`config.mk`:
```
export PLATFORM = sky130hd
export DESIGN_NAME = fmt12_display_scan
export DESIGN_NICKNAME = d
export VERILOG_FILES = /design/src/rtl/fmt12_pkg.sv /design/src/rtl/fmt12_display_scan_seg7_decode.sv /design/src/rtl/fmt12_display_scan.sv
export SDC_FILE = /design/constraint.sdc
export NUM_CORES = 1
export LEC_CHECK = 0
export ABC_AREA = 1
export BUFFER_PORTS_ARGS = -buffer_cell sky130_fd_sc_hd__buf_2
export CAP_MARGIN = 15
export CORE_MARGIN = 2
export CORE_UTILIZATION = 35
export CTS_BUF_LIST = sky130_fd_sc_hd__clkbuf_16
export DETAILED_ROUTE_END_ITERATION = 12
export RECOVER_POWER = 25
export SLEW_MARGIN = 10
export SYNTH_ARGS = -nofsm -noshare
export SYNTH_HDL_FRONTEND = slang
export SYNTH_SLANG_ARGS = --single-unit
```
`constraint.sdc`:
```
create_clock -name clk12 -period 3.4 [get_ports clk12]
set_clock_uncertainty 0.05 [all_clocks]
set_input_delay 0.34 -clock clk12 [delete_from_list [all_inputs] [get_ports clk12]]
set_output_delay 0.34 -clock clk12 [all_outputs]
set_load 0.01 [all_outputs]
```
`src/rtl/fmt12_pkg.sv`:
```
// Shared types and constants for the 12-hour "HH:MM" display scanner.
// Segment patterns are {g,f,e,d,c,b,a}, active-low.
package fmt12_pkg;

  localparam logic [6:0] SEG_0     = 7'b1000000;
  localparam logic [6:0] SEG_1     = 7'b1111001;
  localparam logic [6:0] SEG_2     = 7'b0100100;
  localparam logic [6:0] SEG_3     = 7'b0110000;
  localparam logic [6:0] SEG_4     = 7'b0011001;
  localparam logic [6:0] SEG_5     = 7'b0010010;
  localparam logic [6:0] SEG_6     = 7'b0000010;
  localparam logic [6:0] SEG_7     = 7'b1111000;
  localparam logic [6:0] SEG_8     = 7'b0000000;
  localparam logic [6:0] SEG_9     = 7'b0010000;
  localparam logic [6:0] SEG_BLANK = 7'b1111111;
  localparam logic [6:0] SEG_DASH  = 7'b0111111;

  // Digit 3 is the leftmost position (hour tens), digit 0 the rightmost.
  typedef logic [1:0] digit_idx_t;

  typedef enum logic [1:0] {
    EDIT_NONE     = 2'b00,
    EDIT_HOUR     = 2'b01,
    EDIT_MIN      = 2'b10,
    EDIT_NONE_ALT = 2'b11
  } edit_sel_e;

  // Active-low one-hot anode pattern for a digit position.
  function automatic logic [3:0] anode_for(digit_idx_t idx);
    return ~(4'b0001 << idx);
  endfunction

endpackage

```
`src/rtl/fmt12_display_scan_seg7_decode.sv`:
```
// Combinational BCD digit to active-low 7-segment decoder with blank and dash overrides.
// Blank takes priority over dash; codes above 9 decode to blank.
module seg7_decode
  import fmt12_pkg::*;
(
  input  logic [3:0] bcd,
  input  logic       blank,
  input  logic       dash,
  output logic [6:0] seg
);

  always_comb begin
    if (blank) begin
      seg = SEG_BLANK;
    end else if (dash) begin
      seg = SEG_DASH;
    end else begin
      unique case (bcd)
        4'd0:    seg = SEG_0;
        4'd1:    seg = SEG_1;
        4'd2:    seg = SEG_2;
        4'd3:    seg = SEG_3;
        4'd4:    seg = SEG_4;
        4'd5:    seg = SEG_5;
        4'd6:    seg = SEG_6;
        4'd7:    seg = SEG_7;
        4'd8:    seg = SEG_8;
        4'd9:    seg = SEG_9;
        default: seg = SEG_BLANK;
      endcase
    end
  end

endmodule

```
`src/rtl/fmt12_display_scan.sv`:
```
// Multiplexed 4-digit "HH:MM" scanner with per-frame input snapshot and PM point.
// Define FMT12_BLINK_EN to blink the field selected by edit_sel.
module fmt12_display_scan
  import fmt12_pkg::*;
#(
  parameter int REFRESH_DIV  = 100000,
  parameter int BLINK_FRAMES = 64
) (
  input  logic       clk12,
  input  logic       reset12,
  input  logic [3:0] hour12,
  input  logic [5:0] min_bin,
  input  logic       pm,
  input  logic [1:0] edit_sel,
  output logic [3:0] an,
  output logic [6:0] seg,
  output logic       dp,
  output logic       frame_tick
);

  localparam int              DIV_W    = $clog2(REFRESH_DIV);
  localparam logic [DIV_W-1:0] DIV_LAST = DIV_W'(REFRESH_DIV - 1);

  logic [DIV_W-1:0] div_q, div_d;
  digit_idx_t       idx_q, idx_d;
  logic             started_q, started_d;
  logic [3:0]       hour_q, hour_d;
  logic [5:0]       min_q, min_d;
  logic             pm_q, pm_d;
  logic             tick_q, tick_d;
  logic [3:0]       an_q, an_d;
  logic [6:0]       seg_q, seg_d;
  logic             dp_q, dp_d;

  logic div_wrap;
  logic snap;
  logic field_off;

  assign div_wrap = (div_q == DIV_LAST);
  // The very first wrap after reset both starts scanning and takes the first snapshot.
  assign snap     = div_wrap && (!started_q || idx_q == 2'd3);

  // Binary to BCD for the shadowed hour and minutes.
  logic [3:0] hour_disp, hour_units, min_tens, min_units;
  logic       hour_tens, hour_bad, min_bad;

  always_comb begin
    hour_bad   = (hour_q > 4'd12);
    hour_disp  = (hour_q == 4'd0) ? 4'd12 : hour_q;
    hour_tens  = (hour_disp >= 4'd10);
    hour_units = hour_tens ? (hour_disp - 4'd10) : hour_disp;

    min_bad = (min_q > 6'd59);
    if (min_q >= 6'd50) begin
      min_tens  = 4'd5;
      min_units = 4'(min_q - 6'd50);
    end else if (min_q >= 6'd40) begin
      min_tens  = 4'd4;
      min_units = 4'(min_q - 6'd40);
    end else if (min_q >= 6'd30) begin
      min_tens  = 4'd3;
      min_units = 4'(min_q - 6'd30);
    end else if (min_q >= 6'd20) begin
      min_tens  = 4'd2;
      min_units = 4'(min_q - 6'd20);
    end else if (min_q >= 6'd10) begin
      min_tens  = 4'd1;
      min_units = 4'(min_q - 6'd10);
    end else begin
      min_tens  = 4'd0;
      min_units = 4'(min_q);
    end
  end

  logic [3:0] dec_bcd;
  logic       dec_blank, dec_dash;
  logic [6:0] dec_seg;

  always_comb begin
    // NOTE: every signal gets a default first so no path through the case infers a latch.
    dec_bcd   = 4'd0;
    dec_blank = 1'b0;
    dec_dash  = 1'b0;
    unique case (idx_q)
      2'd3: begin
        dec_bcd   = {3'b000, hour_tens};
        dec_dash  = hour_bad;
        dec_blank = !hour_bad && !hour_tens;
      end
      2'd2: begin
        dec_bcd  = hour_units;
        dec_dash = hour_bad;
      end
      2'd1: begin
        dec_bcd  = min_tens;
        dec_dash = min_bad;
      end
      default: begin
        dec_bcd  = min_units;
        dec_dash = min_bad;
      end
    endcase
  end

  seg7_decode u_seg7_decode (
    .bcd   (dec_bcd),
    .blank (dec_blank),
    .dash  (dec_dash),
    .seg   (dec_seg)
  );

`ifdef FMT12_BLINK_EN
  localparam int               BCNT_W    = $clog2(BLINK_FRAMES + 1);
  localparam logic [BCNT_W-1:0] BCNT_LAST = BCNT_W'(BLINK_FRAMES - 1);

  logic [BCNT_W-1:0] bcnt_q, bcnt_d;
  logic              phase_q, phase_d;
  edit_sel_e         edit_q, edit_d;

  // Frame 0 is the first snapshot; later snapshots advance the blink frame count.
  always_comb begin
    bcnt_d  = bcnt_q;
    phase_d = phase_q;
    edit_d  = edit_q;
    if (snap) begin
      edit_d = edit_sel_e'(edit_sel);
      if (started_q) begin
        if (bcnt_q == BCNT_LAST) begin
          bcnt_d  = '0;
          phase_d = !phase_q;
        end else begin
          bcnt_d = bcnt_q + 1'b1;
        end
      end
    end
  end

  always_ff @(posedge clk12 or posedge reset12) begin
    if (reset12) begin
      bcnt_q  <= '0;
      phase_q <= 1'b0;
      edit_q  <= EDIT_NONE;
    end else begin
      bcnt_q  <= bcnt_d;
      phase_q <= phase_d;
      edit_q  <= edit_d;
    end
  end

  assign field_off = phase_q && ((edit_q == EDIT_HOUR && idx_q[1]) ||
                                 (edit_q == EDIT_MIN  && !idx_q[1]));
`else
  localparam int unused_blink_frames = BLINK_FRAMES;
  logic unused_edit_sel;
  assign unused_edit_sel = ^edit_sel;
  assign field_off       = 1'b0;
`endif

  always_comb begin
    div_d     = div_wrap ? '0 : div_q + 1'b1;
    idx_d     = idx_q;
    started_d = started_q;
    hour_d    = hour_q;
    min_d     = min_q;
    pm_d      = pm_q;
    tick_d    = snap;

    if (div_wrap) begin
      started_d = 1'b1;
      if (started_q) idx_d = idx_q + 2'd1;
    end
    if (snap) begin
      hour_d = hour12;
      min_d  = min_bin;
      pm_d   = pm;
    end

    // Outputs follow the shadow one cycle after it loads; all three move together.
    an_d  = 4'b1111;
    seg_d = SEG_BLANK;
    dp_d  = 1'b1;
    if (started_q) begin
      an_d  = field_off ? 4'b1111 : anode_for(idx_q);
      seg_d = dec_seg;
      dp_d  = !(idx_q == 2'd0 && pm_q);
    end
  end

  // NOTE: sequential state uses non-blocking assignments so every flop samples pre-edge values.
  always_ff @(posedge clk12 or posedge reset12) begin
    if (reset12) begin
      div_q     <= '0;
      idx_q     <= 2'd0;
      started_q <= 1'b0;
      hour_q    <= 4'd0;
      min_q     <= 6'd0;
      pm_q      <= 1'b0;
      tick_q    <= 1'b0;
      an_q      <= 4'b1111;
      seg_q     <= SEG_BLANK;
      dp_q      <= 1'b1;
    end else begin
      div_q     <= div_d;
      idx_q     <= idx_d;
      started_q <= started_d;
      hour_q    <= hour_d;
      min_q     <= min_d;
      pm_q      <= pm_d;
      tick_q    <= tick_d;
      an_q      <= an_d;
      seg_q     <= seg_d;
      dp_q      <= dp_d;
    end
  end

  assign an         = an_q;
  assign seg        = seg_q;
  assign dp         = dp_q;
  assign frame_tick = tick_q;

endmodule
```
Word-level counts from Yosys, hierarchy flattened. Memories as Yosys holds them, arrays and structs flattened. Index checks and enable logic that the tools add are counted.

Register bits after elaboration: 44. Bits in read-only memories: 112. Bits of input ports: 15. Output and inout port bits: 13. Word-level logic and storage cells: 66. Memories kept: 1.

Memory list: (no name shown) (words 16, bits a word 7, read ports 1, clocked after memory_dff 0, wr ports 0, RTL line fmt12_display_scan_seg7_decode.sv:18) `unique case (bcd)`.

$add $sub $neg: 8. Magnitude comparators: 8. Eq/ne operators: 4. Shift-type cells: 1. Muxes and demuxes: 21. Bitwise logic cells: 1. Reduce and logical (&&, ||, !) cells: 12.

Operators with widths (number): 4-bit 2-to-1 mux (9); 7-bit 2-to-1 mux (3); 17-bit by 1-bit adder with 17-bit output, second input constant (1); 17-bit == test, second input constant (1); 17-bit 2-to-1 mux (1); 4-bit subtractor, second input constant (4); 6-bit by 5-bit greater-or-equal comparator with 1-bit output, second input constant (2); 6-bit greater-or-equal comparator, second input constant (2); 4-bit case mux with 3 select lines (1); 6-bit by 4-bit greater-or-equal comparator with 1-bit output, second input constant (1); 6-bit greater-than comparator, second input constant (1); 2-bit == test, second input constant (2); 4-bit greater-or-equal comparator, second input constant (1); 4-bit greater-than comparator, second input constant (1); 1-bit zero test (4); 4-bit zero test (1); 1-bit 2-to-1 mux (4); 2-bit 2-to-1 mux (2); 4-bit NOT (1); 1-bit by 2-bit left shift with 4-bit output, first input constant (1); 4-bit by 2-bit subtractor with 4-bit output, second input constant (1); 4-bit by 3-bit subtractor with 4-bit output, second input constant (1); 1-bit logical AND (3); 3-bit 2-to-1 mux (1); other kinds (6) (6).

Longest topological paths before layout. Gate-level depths: netlist of the first run. An unclocked memory read counts as a cell.

Depth after elaboration: 11. Gate-level depth with buffers: 21. Depth with buffers taken out: 20.

Hierarchy. Synthesis of the first run repeated with hierarchy kept, for this count alone.

Cell total of the unflattened synthesis: 349. Area, all modules: 2747.6 sq um.

By module, submodules not included: fmt12_display_scan (times used 1, cells an instance 311, area each 2527.4 sq um, seq. area each 1116.1 sq um); seg7_decode (times used 1, cells an instance 38, area each 220.2 sq um, seq. area each 0.0 sq um).

Worst setup path before layout of the first run. OpenSTA, ideal clock, no wires.

Kind: flip-flop to flip-flop. Start point: reg min_q[3]. End point: reg seg_q[6], in the netlist seg[6]. Setup time: 61 ps. Data arrival time: 2022 ps. Data required time: 3289 ps. Slack: 1267 ps. Cell stages (with the launch flop): 21. Buffers on the path: 1. Clock period less this slack: 2133 ps. Cell sequence: dfrtp_1 -> buf_2 -> inv_1 -> ha_1 -> inv_1 -> nor2_1 -> nand2_1 -> nand2_2 -> o21ai_1 -> nand2_1 -> nand2_1 -> nand2_1 -> a21oi_1 -> a21oi_2 -> ha_1 -> inv_1 -> nand3_1 -> nand3_1 -> nand2_1 -> nand2_1 -> nand2_1.

Longest elaborated chain between the ends: 11. Elaborated cells between the ends (all ways): 27. Classes of those cells: add/sub (5); order compare (6); mux (15); memory (1).

RTL lines: from (decl) (RTL line fmt12_display_scan.sv:28) `logic [5:0] min_q, min_d;`; from (signal assigned) (RTL line fmt12_display_scan.sv:207) `min_q <= min_d;`; 6-bit by 4-bit greater-or-equal comparator with 1-bit output / 4-bit subtractor (equally long branches) (RTL line fmt12_display_scan.sv:66, fmt12_display_scan.sv:68); 4-bit 2-to-1 mux / 1-bit 2-to-1 mux (equally long branches) (RTL line fmt12_display_scan.sv:66) `end else if (min_q >= 6'd10) begin`; 4-bit 2-to-1 mux / 2-bit 2-to-1 mux (equally long branches) (RTL line fmt12_display_scan.sv:63) `end else if (min_q >= 6'd20) begin`; 4-bit 2-to-1 mux / 2-bit 2-to-1 mux (equally long branches) (RTL line fmt12_display_scan.sv:60) `end else if (min_q >= 6'd30) begin`; 4-bit 2-to-1 mux / 3-bit 2-to-1 mux (equally long branches) (RTL line fmt12_display_scan.sv:57) `end else if (min_q >= 6'd40) begin`; 4-bit 2-to-1 mux (RTL line fmt12_display_scan.sv:54) `if (min_q >= 6'd50) begin`; 4-bit case mux with 3 select lines (RTL line fmt12_display_scan.sv:84) `unique case (idx_q)`; memory read 16 x 7 bit; 7-bit 2-to-1 mux (*) (RTL line fmt12_display_scan_seg7_decode.sv:15) `end else if (dash) begin`; 7-bit 2-to-1 mux (*) (RTL line fmt12_display_scan_seg7_decode.sv:13) `if (blank) begin`; 7-bit 2-to-1 mux (*) (RTL line fmt12_display_scan.sv:182) `if (started_q) begin`; via seg_d[6] (RTL line fmt12_display_scan.sv:32) `logic [6:0] seg_q, seg_d;`; to (signal assigned) (RTL line fmt12_display_scan.sv:211) `seg_q <= seg_d;`; to (decl) (RTL line fmt12_display_scan.sv:32).

The timed path passes the listed nets; every way through them passes the cells marked *. A chain may end at the register's enable or synchronous reset.

Final worst setup path of the first run.
Start point: reg min_q[2]. End point: reg seg_q[6], in the netlist seg[6].

Same word-level chain as after synthesis.

==> results.toml, run 1 <==
[worst_setup_path]
reg2reg_slack_ns = 0.98
slowest_delay_ns = 0.44
crit_top_cell = "nand2_1"
cp-start-kind = "flop"
cp_data_arrival_time_ns = 2.60
cp_cell_sequence = "inv_1 -> ha_1 -> inv_1 -> nor2_1 -> nand2_1 -> nand2_2 -> o21ai_1 -> nand2_1 -> nand2_1 -> nand2_1 -> a21oi_1 -> a21oi_2 -> ha_1 -> inv_1 -> nand3_1 -> nand3_1 -> nand2_1 -> nand2_1 -> nand2_1"
cp-end-kind = "flop"
worstSetupPathType = "reg2reg"
required_ns = 3.58
slowest_stage = "dfrtp_1"
crit_fanout = 7

[detailed_routing]
first_pass_iters = 4
drt_iter0_drc = 102
route.detailed.drc = 0
wl_per_cell_um = 10.9
ant_nets = 0
via_count = 2105
wl_um = 5070
viasPerCell = 4.54

[synth]
post-synth-top-area-fraction = 0.311
avgSynthCellArea_um2 = 7.74
synth_warnings = 0
synth_most_common_cell = "nand2_1"
synthCells = 333
seq_area_frac_synth = 0.433
synth_cell_types = 31
ys_seq_elements = 44
synth_edf_count = 0
yosys.area.top_type = "dfrtp_1"
synth_area_leaders = "dfrtp_1, nand2_1, dfstp_2"
syn_area_um2 = 2580
synthFlopType = "dfrtp_1"
syn_nets = 364
synthTopCellsByCount = "nand2_1, inv_1, dfrtp_1"
synthArstFlopShare = 1.00

[final_layout]
layout.nets = 395
utilization = 0.414
multi_input_area_um2 = 1230
area_growth_pct = 15.1
ff_latch_area_um2 = 1120
fin_cells = 464
antenna_cells = 0
drive_gt1_frac = 0.195
fillers = 730

[pwr]
peakVddDrop_mv = 0.180
pwr_density_cell_nw_per_um2 = 340
p_switching_mw = 0.211
p_int_mw = 0.799
p_seq_frac = 0.519
clock_power_share = 0.464
p_sw_frac = 0.209
p_leak_nw = 1.37
combPwrFrac = 0.016

[floorplan]
design.die.area_um2 = 8070
rows = 31
die_h_um = 89.8
coreArea_um2 = 7180
start_util = 0.359
ios = 28
die_x_um = 89.8

[place]
hpwl_um = 3870
place_inst = 456
place_ws_ns = 0.990
port_buffers = 25
gp_congestion = 0.866

[clock_tree]
cts_buffer_depth = 2
cts-root-buf = "clkbuf_16"
post-cts-setup-buffers = 0
cts_hold_buf = 0
htree_levels = 2
cts.repair.resized = 0
clock-sinks = 44
cts_made_buffers = 5
tritoncts = "built"
insertion_delay_ns = 0.29
path_clk_slew_ns = 0.06

[sta]
finalSetupTns_ns = 0
relSlewSlack = -0.469
rsz0062_at_grt = "no"
worst_pin_slew_ns = 2.20
fin_crit_ns = 2.42
drv_slew = 45
fin_crit_sh = 0.713
setup_viol = 0
max_freq_mhz = 413
setup_slack_ns = 0.977
finalHoldViolations = 0

[min_path]
hold_class = "in2reg"

[grt]
grt_pass1_wl_um = 8940
grt_pass1_vias = 1918
grt_max_degree = 45
overflow = 0
antenna_found_initial = 0
grt.total_usage = 0.134

[outcome]
violations = "capacitance limit, slew limit"
run_status = "finished, violations left"

[job]
max-cap-violations = 1
kinds of logic after synthesis:
logic type                 share of synthesized area
and+or+nand+nor                                0.274
buffers and inverters                         0.0888
AOI/OAI and AO/OA                              0.117
DFF                                            0.433
adders and majority gates                     0.0776
xor gates and xnor gates                      0.0102
area by class of cell:
| type | instances | area share |
|---|---|---|
| Sequential cell | 44 | 0.376 |
| Multi-Input combinational cell | 229 | 0.416 |
| Clock inverter | 3 | 0.00632 |
| Timing Repair Buffer | 27 | 0.0460 |
| Clock buffer | 5 | 0.0422 |
| Tap cell | 99 | 0.0417 |
| Inverter | 57 | 0.0721 |
power groups by stage:
| stage | registers, mW | clock network [mW] | logic, mW |
|---|---|---|---|
| 4_1_cts | 0.524 | 0.484 | 0.0186 |
| 6_report | 0.524 | 0.469 | 0.0166 |
| 5_1_grt | 0.524 | 0.505 | 0.0206 |
| 3_5_place_dp | 0.533 | 0 | 0.0187 |
| 2_1_floorplan | 0.533 | 0 | 0.00755 |
| 3_3_place_gp | 0.533 | 0 | 0.0183 |
registers in the layout, indices dropped and copies added (netlist names):
signal      flops
div_q          17
seg             7
min_q           6
an              4
hour_q          4
idx_q           2
dp              1
frame_tick      1
pm_q            1
started_q       1
cells in the final DEF (no fill, tap or decap), types with 6 or more instances in the layout:
master and n:
nand3_1 22, a21oi_1 13, nor2_1 20, inv_1 49
buf_2 25, nor2_2 6, dfstp_2 12, ha_1 16
o21ai_0 22, inv_2 7, o21ai_1 6, nand2_1 88
dfrtp_1 32
per-layer routing:
layer / share of wire / vias up / global-route usage / wire [um]
met5: 0 / - / 0 / 0
met4: 0.015 / 0 / 0.0423 / 75
met2: 0.42 / 32 / 0.198 / 2150
met3: 0.039 / 6 / 0.0335 / 198
met1: 0.52 / 944 / 0.195 / 2640
li1: - / 1123 / - / -
worst max-delay path, delay by kind of cell, from the launching register on:
kind                       cells  cell delay, ns
DFF                            1            0.44
and+or+nand+nor               11            0.81
buffers and inverters          3            0.30
adders and majority gates      2            0.40
AOI/OAI and AO/OA              3            0.35
per-stage QoR:
stage          hold slack (ns)  cell area (um2)  power, mW
2_1_floorplan            0.353             2580      0.541
3_3_place_gp             0.375             2830      0.552
3_5_place_dp             0.368             2830      0.552
4_1_cts                  0.146             2970       1.03
5_1_grt                  0.208             2970       1.05
6_report                 0.194             2970       1.01
final timing paths:
check,end,cells after the start,start
hold / removal,min_q[5],3,min_bin[5]
setup reg to reg,seg[6],19,min_q[2]
min in group asynchronous,div_q[2],3,reset12
max in group asynchronous,hour_q[3],3,reset12
hold reg to reg,dp,1,pm_q
setup / recovery,seg[6],19,min_q[2]
Power figures use the tool's default switching activity.
==> run 2: changes to the inputs <==
ABC_AREA = 0   (was 1)
clock period = 2.15 ns   (was 3.4 ns; I/O delays follow)
==> run 2 against run 1 <==
Effect of this change:
- the run ends with setup timing left
- flip-flop and latch count did not move
- sequential share of layout area fell by 6.9 points
- clock-buffer cell count is 2 higher
- non-clock buffer count is 60 higher
- total power grew 72%
- first-iteration DRC count shrank 33%
- die area did not move
- worst hold slack worse by 0.10 ns
- worst setup slack worse by 1.3 ns
- synthesized cell count shrank 21%
- via count rose by 1.5%
==> results.toml, run 2 <==
[outcome]
run_status = "finished, violations left"
violations = "setup timing"

[synth]
synth-adder-area-share = 0.0776
syn_nets = 293
syn_area_um2 = 2580
post-synth-top-area-fraction = 0.311
ys_seq_elements = 44
synthFlopType = "dfrtp_1"
synth_edf_count = 0
seq_area_frac_synth = 0.433
synth-compound-area-share = 0.169
synth_most_common_cell = "dfrtp_1"
synthTopCellsByCount = "dfrtp_1, nand2_1, nor2_1"
avgSynthCellArea_um2 = 9.84
synthCells = 262
synthMuxAreaShare = 0.0340
yosys.area_share.simple = 0.186
synthArstFlopShare = 1.00
synth_top_family_by_area = "simple AND/OR/NAND/NOR gates"
synth_warnings = 0
yosys.area.top_type = "dfrtp_1"
yosys.area_share.xor_xnor = 0.0645
synth_area_leaders = "dfrtp_1, dfstp_2, ha_1"
synth_cell_types = 51

[floorplan]
coreArea_um2 = 7180
die_x_um = 89.8
design.die.area_um2 = 8070
die_h_um = 89.8
rows = 31
start_util = 0.359
ios = 28

[worst_setup_path]
crit_fanout = 4
reg2reg_slack_ns = -0.32
worstSetupPathType = "reg2reg"
r2r_end = "seg[3]"
cp-end-kind = "flop"
reg2reg_depth = 10
required_ns = 2.29
cp-start-kind = "flop"
reg2reg_from = "min_q[2]"
cp_data_arrival_time_ns = 2.62

[final_layout]
final_cell_mix = "buf_4, nand2_1, dfrtp_1, buf_2, nor2_1"
largest_reg_flops = 17
area_growth_pct = 41.4
fillers = 658
top_register = "div_q"
layout.nets = 379
layout_commonest_cell = "buf_4"
fin_cells = 448
drive_gt1_frac = 0.433
utilization = 0.508
multi_input_area_um2 = 1530
antenna_cells = 0
ff_latch_area_um2 = 1120

[detailed_routing]
via_count = 2137
viasPerCell = 4.77
wl_per_cell_um = 13.6
first_pass_iters = 4
wl_um = 6080
route.detailed.drc = 0
ant_nets = 0
drt_iter0_drc = 68

[grt]
grt_max_degree = 25
grt_pass1_wl_um = 10600
antenna_found_initial = 0
overflow = 0
grt_pass1_vias = 2252
grt.total_usage = 0.160

[clock_tree]
insertion_delay_ns = 0.28
path_clk_slew_ns = 0.06
clock-sinks = 44
htree_levels = 2
cts_made_buffers = 5
cts_buffer_depth = 2
cts-root-buf = "clkbuf_16"
tritoncts = "built"

[pwr]
combPwrFrac = 0.018
p_leak_nw = 1.60
peakVddDrop_mv = 0.313
p_seq_frac = 0.479
p_total_mw = 1.73
p_switching_mw = 0.324
pwr_density_cell_nw_per_um2 = 475
clock_power_share = 0.503
p_int_mw = 1.41
p_sw_frac = 0.187

[place]
port_buffers = 25
place_inst = 432
place_ws_ns = -0.420
gp_congestion = 0.862
hpwl_um = 4570

[sta]
setup_slack_ns = -0.322
max_freq_mhz = 404
drv_slew = 0
relSlewSlack = 0.420
finalHoldViolations = 0
fin_crit_sh = 1.15
fin_crit_ns = 2.47
setup_viol = 12
rsz0062_at_grt = "yes"
worst_pin_slew_ns = 0.864
finalSetupTns_ns = -2.01

[min_path]
hp-start = "min_bin[1]"
hold_depth = 3
hold_end = "min_q[1]"
hold_class = "in2reg"

[job]
max-cap-violations = 0
==> run 2: changes by cell type in the layout (fill, tap and decap cells not counted), sizes merged, moves of 6 or more <==
| cell | before | now |
|---|---|---|
| buf | 26 | 83 |
| xor2 | 2 | 8 |
| nand2 | 93 | 32 |
| nor2b | 0 | 6 |
| nand3 | 24 | 9 |
| xnor2 | 1 | 11 |
| mux2 | 0 | 6 |
| o21ai | 29 | 17 |
| inv | 56 | 15 |
==> run 2: power groups by stage <==
| stage | logic, mW | clock network (mW) | registers [mW] |
|---|---|---|---|
| 2_1_floorplan | 0.0123 | 0 | 0.843 |
| 3_3_place_gp | 0.0310 | 0 | 0.844 |
| 3_5_place_dp | 0.0312 | 0 | 0.844 |
| 4_1_cts | 0.0328 | 0.890 | 0.829 |
| 5_1_grt | 0.0370 | 0.931 | 0.828 |
| 6_report | 0.0313 | 0.872 | 0.829 |
==> run 2: critical path: stages, from the launching register on <==
cell       delay, ns
dfrtp_2         0.42
inv_4           0.06
ha_4            0.16
a2111oi_4       0.33
nand2_2         0.12
a311oi_4        0.35
o221a_2         0.26
a21oi_2         0.06
ha_4            0.25
and3_4          0.14
o31ai_1         0.19
==> run 2: through the flow <==
step	hold slack (ns)	cell area, um2
final	0.0915	3650
after global routing	0.102	3650
after CTS	0.0928	3570
after detailed placement	0.273	3280
after global placement	0.273	3280
after floorplan	0.282	2660
==> run 2: layer usage <==
metal | track usage | vias to the layer above | share of wire | wire length, um
met2 | 0.300 | 23 | 0.52 | 3190
met5 | 0 | - | 0 | 0
met4 | 0.0269 | 0 | 0.0051 | 31
met3 | 0.0268 | 4 | 0.025 | 152
li1 | - | 1086 | - | -
met1 | 0.196 | 1024 | 0.45 | 2710
==> run 2: what timing repair did <==
action,CTS,global route
hold buffers,1,0
setup endpoints to repair,17,20
resized for setup,20,17
pin swaps,9,7
setup buffers,2,5
gates cloned,0,0
endpoints found under the hold margin,22,0
==> run 2: worst max-delay path by stage <==
stage	to	from	slack [ns]
detailed placement	seg[0]	min_q[3]	-0.42
CTS	seg[3]	min_q[2]	-0.34
global placement	seg[0]	min_q[3]	-0.37
finish	seg[3]	min_q[2]	-0.32
floorplan	seg[3]	min_q[2]	-0.31
global route	seg[3]	min_q[2]	-0.45
==> run 2: logic make-up (layout without fill, tap and decap cells) <==
group	count (synthesis)	after routing
mux	8	8
xor+xnor	19	19
flops	44	44
buf+inv	23	110
compound gates	58	58
fa+ha+maj	16	16
simple gates	94	94
==> run 2: final cells by class <==
| type | count | area share |
|---|---|---|
| Timing Repair Buffer | 87 | 0.174 |
| Tap cell | 99 | 0.0340 |
| Multi-Input combinational cell | 195 | 0.419 |
| Clock buffer | 7 | 0.0480 |
| Sequential cell | 44 | 0.307 |
| Clock inverter | 1 | 0.00103 |
| Inverter | 15 | 0.0168 |
==> run 3: changes to the inputs <==
CORE_MARGIN = 4   (was 2)
==> run 3 against run 2 <==
Effect of this change:
- the run still ends with setup timing left
- final cell count rose by 1.3%
- flip-flop and latch count is the same
- worst setup slack got worse by 0.11 ns
- routed wire length is 4.2% higher
- first-iteration DRC count grew 28%
- critical path depth unchanged
- sequential share of layout area down 1.7 points
- register-to-register slack got worse by 0.11 ns
- worst hold slack improved by 0.0075 ns
- clock-buffer cell count is 1 lower
- total power is 3.5% lower
- core utilization grew 2.8 points
==> results.toml, run 3 (synthesized netlist as in run 2, its figures left out) <==
[place]
gp_congestion = 0.955
port_buffers = 25
hpwl_um = 4310
place_area_um2 = 3280

[min_path]
hold_class = "in2reg"
hold_depth = 3
hp-start = "min_bin[0]"

[final_layout]
top_register = "div_q"
drive_gt1_frac = 0.501
layout.nets = 385
final_cell_mix = "buf_4, dfrtp_1, nand2_1, buf_2, nor2_1"
layout_commonest_cell = "buf_4"
largest_reg_flops = 17
antenna_cells = 0
fillers = 633
stdcell_area_um2 = 3870
area_growth_pct = 50.1

[worst_setup_path]
startpoint = "min_q[2]"
cp-start-kind = "flop"
reg2reg_from = "min_q[2]"
slowest_delay_ns = 0.42
worstSetupPathType = "reg2reg"
slowest_stage = "dfrtp_2"
reg2reg_slack_ns = -0.43
crit_top_cell = "ha_4"
reg2reg_depth = 10
cp_cell_sequence = "inv_4 -> ha_4 -> a2111oi_4 -> nand2_2 -> a311oi_4 -> o221a_2 -> a21oi_4 -> ha_4 -> and3_4 -> o31ai_4"
crit_fanout = 5
cp_data_arrival_time_ns = 2.74
cp-end-kind = "flop"
required_ns = 2.30

[sta]
finalSetupTns_ns = -2.59
finalHoldViolations = 0
drv_slew = 0
setup_viol = 12
fin_crit_ns = 2.58
relSlewSlack = 0.286
fin_crit_sh = 1.20
setup_slack_ns = -0.434
rsz0062_at_grt = "yes"
worst_pin_slew_ns = 1.07
max_freq_mhz = 387

[grt]
grt_pass1_vias = 2182
overflow = 0
antenna_found_initial = 0
grt.total_usage = 0.143
grt_pass1_wl_um = 10200
grt_max_degree = 45

[clock_tree]
path_clk_slew_ns = 0.06
htree_levels = 2
cts_made_buffers = 5
clock-sinks = 44
cts_buffer_depth = 2
cts-root-buf = "clkbuf_16"
cts_hold_buf = 0
insertion_delay_ns = 0.28
tritoncts = "built"

[outcome]
run_status = "finished, violations left"
violations = "setup timing"

[floorplan]
rows = 31
start_util = 0.357
die_h_um = 93.8
coreArea_um2 = 7210
ios = 28
die_x_um = 93.8
design.die.area_um2 = 8810

[detailed_routing]
via_count = 2153
wl_per_cell_um = 14.0
wl_um = 6340
first_pass_iters = 4
drt_iter0_drc = 87
ant_nets = 0
route.detailed.drc = 0
viasPerCell = 4.74

[pwr]
peakVddDrop_mv = 0.424
pwr_density_cell_nw_per_um2 = 432
p_leak_nw = 1.69

[job]
max-cap-violations = 0
## run 3: critical path: cells and delay by family, from the launching register on
family | cells | cell delay, ns
DFF | 1 | 0.42
adders and majority gates | 2 | 0.43
buffers and inverters | 1 | 0.07
AOI/OAI and AO/OA | 5 | 1.25
and+or+nand+nor | 2 | 0.28
## run 3: path summary, 6_finish.rpt
path / end
worst max-delay path: seg[3]
worst min-delay path: min_q[0]
worst max register to register: seg[3]
worst min register to register: dp
max in group asynchronous: min_q[3]
min in group asynchronous: min_q[0]
## run 3: power breakdown
group / total [mW] / switching, mW / internal, mW / leakage, nW
sequential: 0.829 / 0 / 0.829 / 0.526
clock: 0.812 / 0.313 / 0.499 / 0.0796
combinational: 0.0307 / 0.0219 / 0.00874 / 1.08
## run 3: final cells by class
class	instances	area, um2	share of cell area
flip-flops and latches	44	1120	0.290
inverters	15	61.3	0.0158
clock buffers	6	150	0.0388
repair buffers	93	706	0.182
well taps	99	124	0.0320
clock inverters	2	12.5	0.00323
multi-input cells	195	1700	0.438
## run 3: stage by stage
| stage | setup WS, ns | std cells | total power, mW | hold WS (ns) | utilization |
|---|---|---|---|---|---|
| 2_1_floorplan | -0.310 | 262 | 0.856 | 0.282 | - |
| 3_3_place_gp | -0.350 | 431 | 0.873 | 0.327 | 0.455 |
| 3_5_place_dp | -0.450 | 431 | 0.874 | 0.333 | 0.455 |
| 4_1_cts | -0.412 | 442 | 1.69 | 0.0379 | 0.496 |
| 5_1_grt | -0.520 | 454 | 1.73 | 0.105 | 0.536 |
| 6_report | -0.434 | 454 | 1.67 | 0.0990 | 0.536 |
## run 3: layer usage
layer  track usage  share of wire
met1         0.183           0.46
met4        0.0325         0.0080
met3        0.0272          0.019
met5             0              0
met2         0.250           0.51
## run 3: what timing repair did
item | 4_1_cts | 5_1_grt
buffers inserted | 3 | 13
resized for setup | 25 | 47
pin swaps | 11 | 28
endpoints found under the setup margin | 14 | 19
gates cloned | 0 | 1
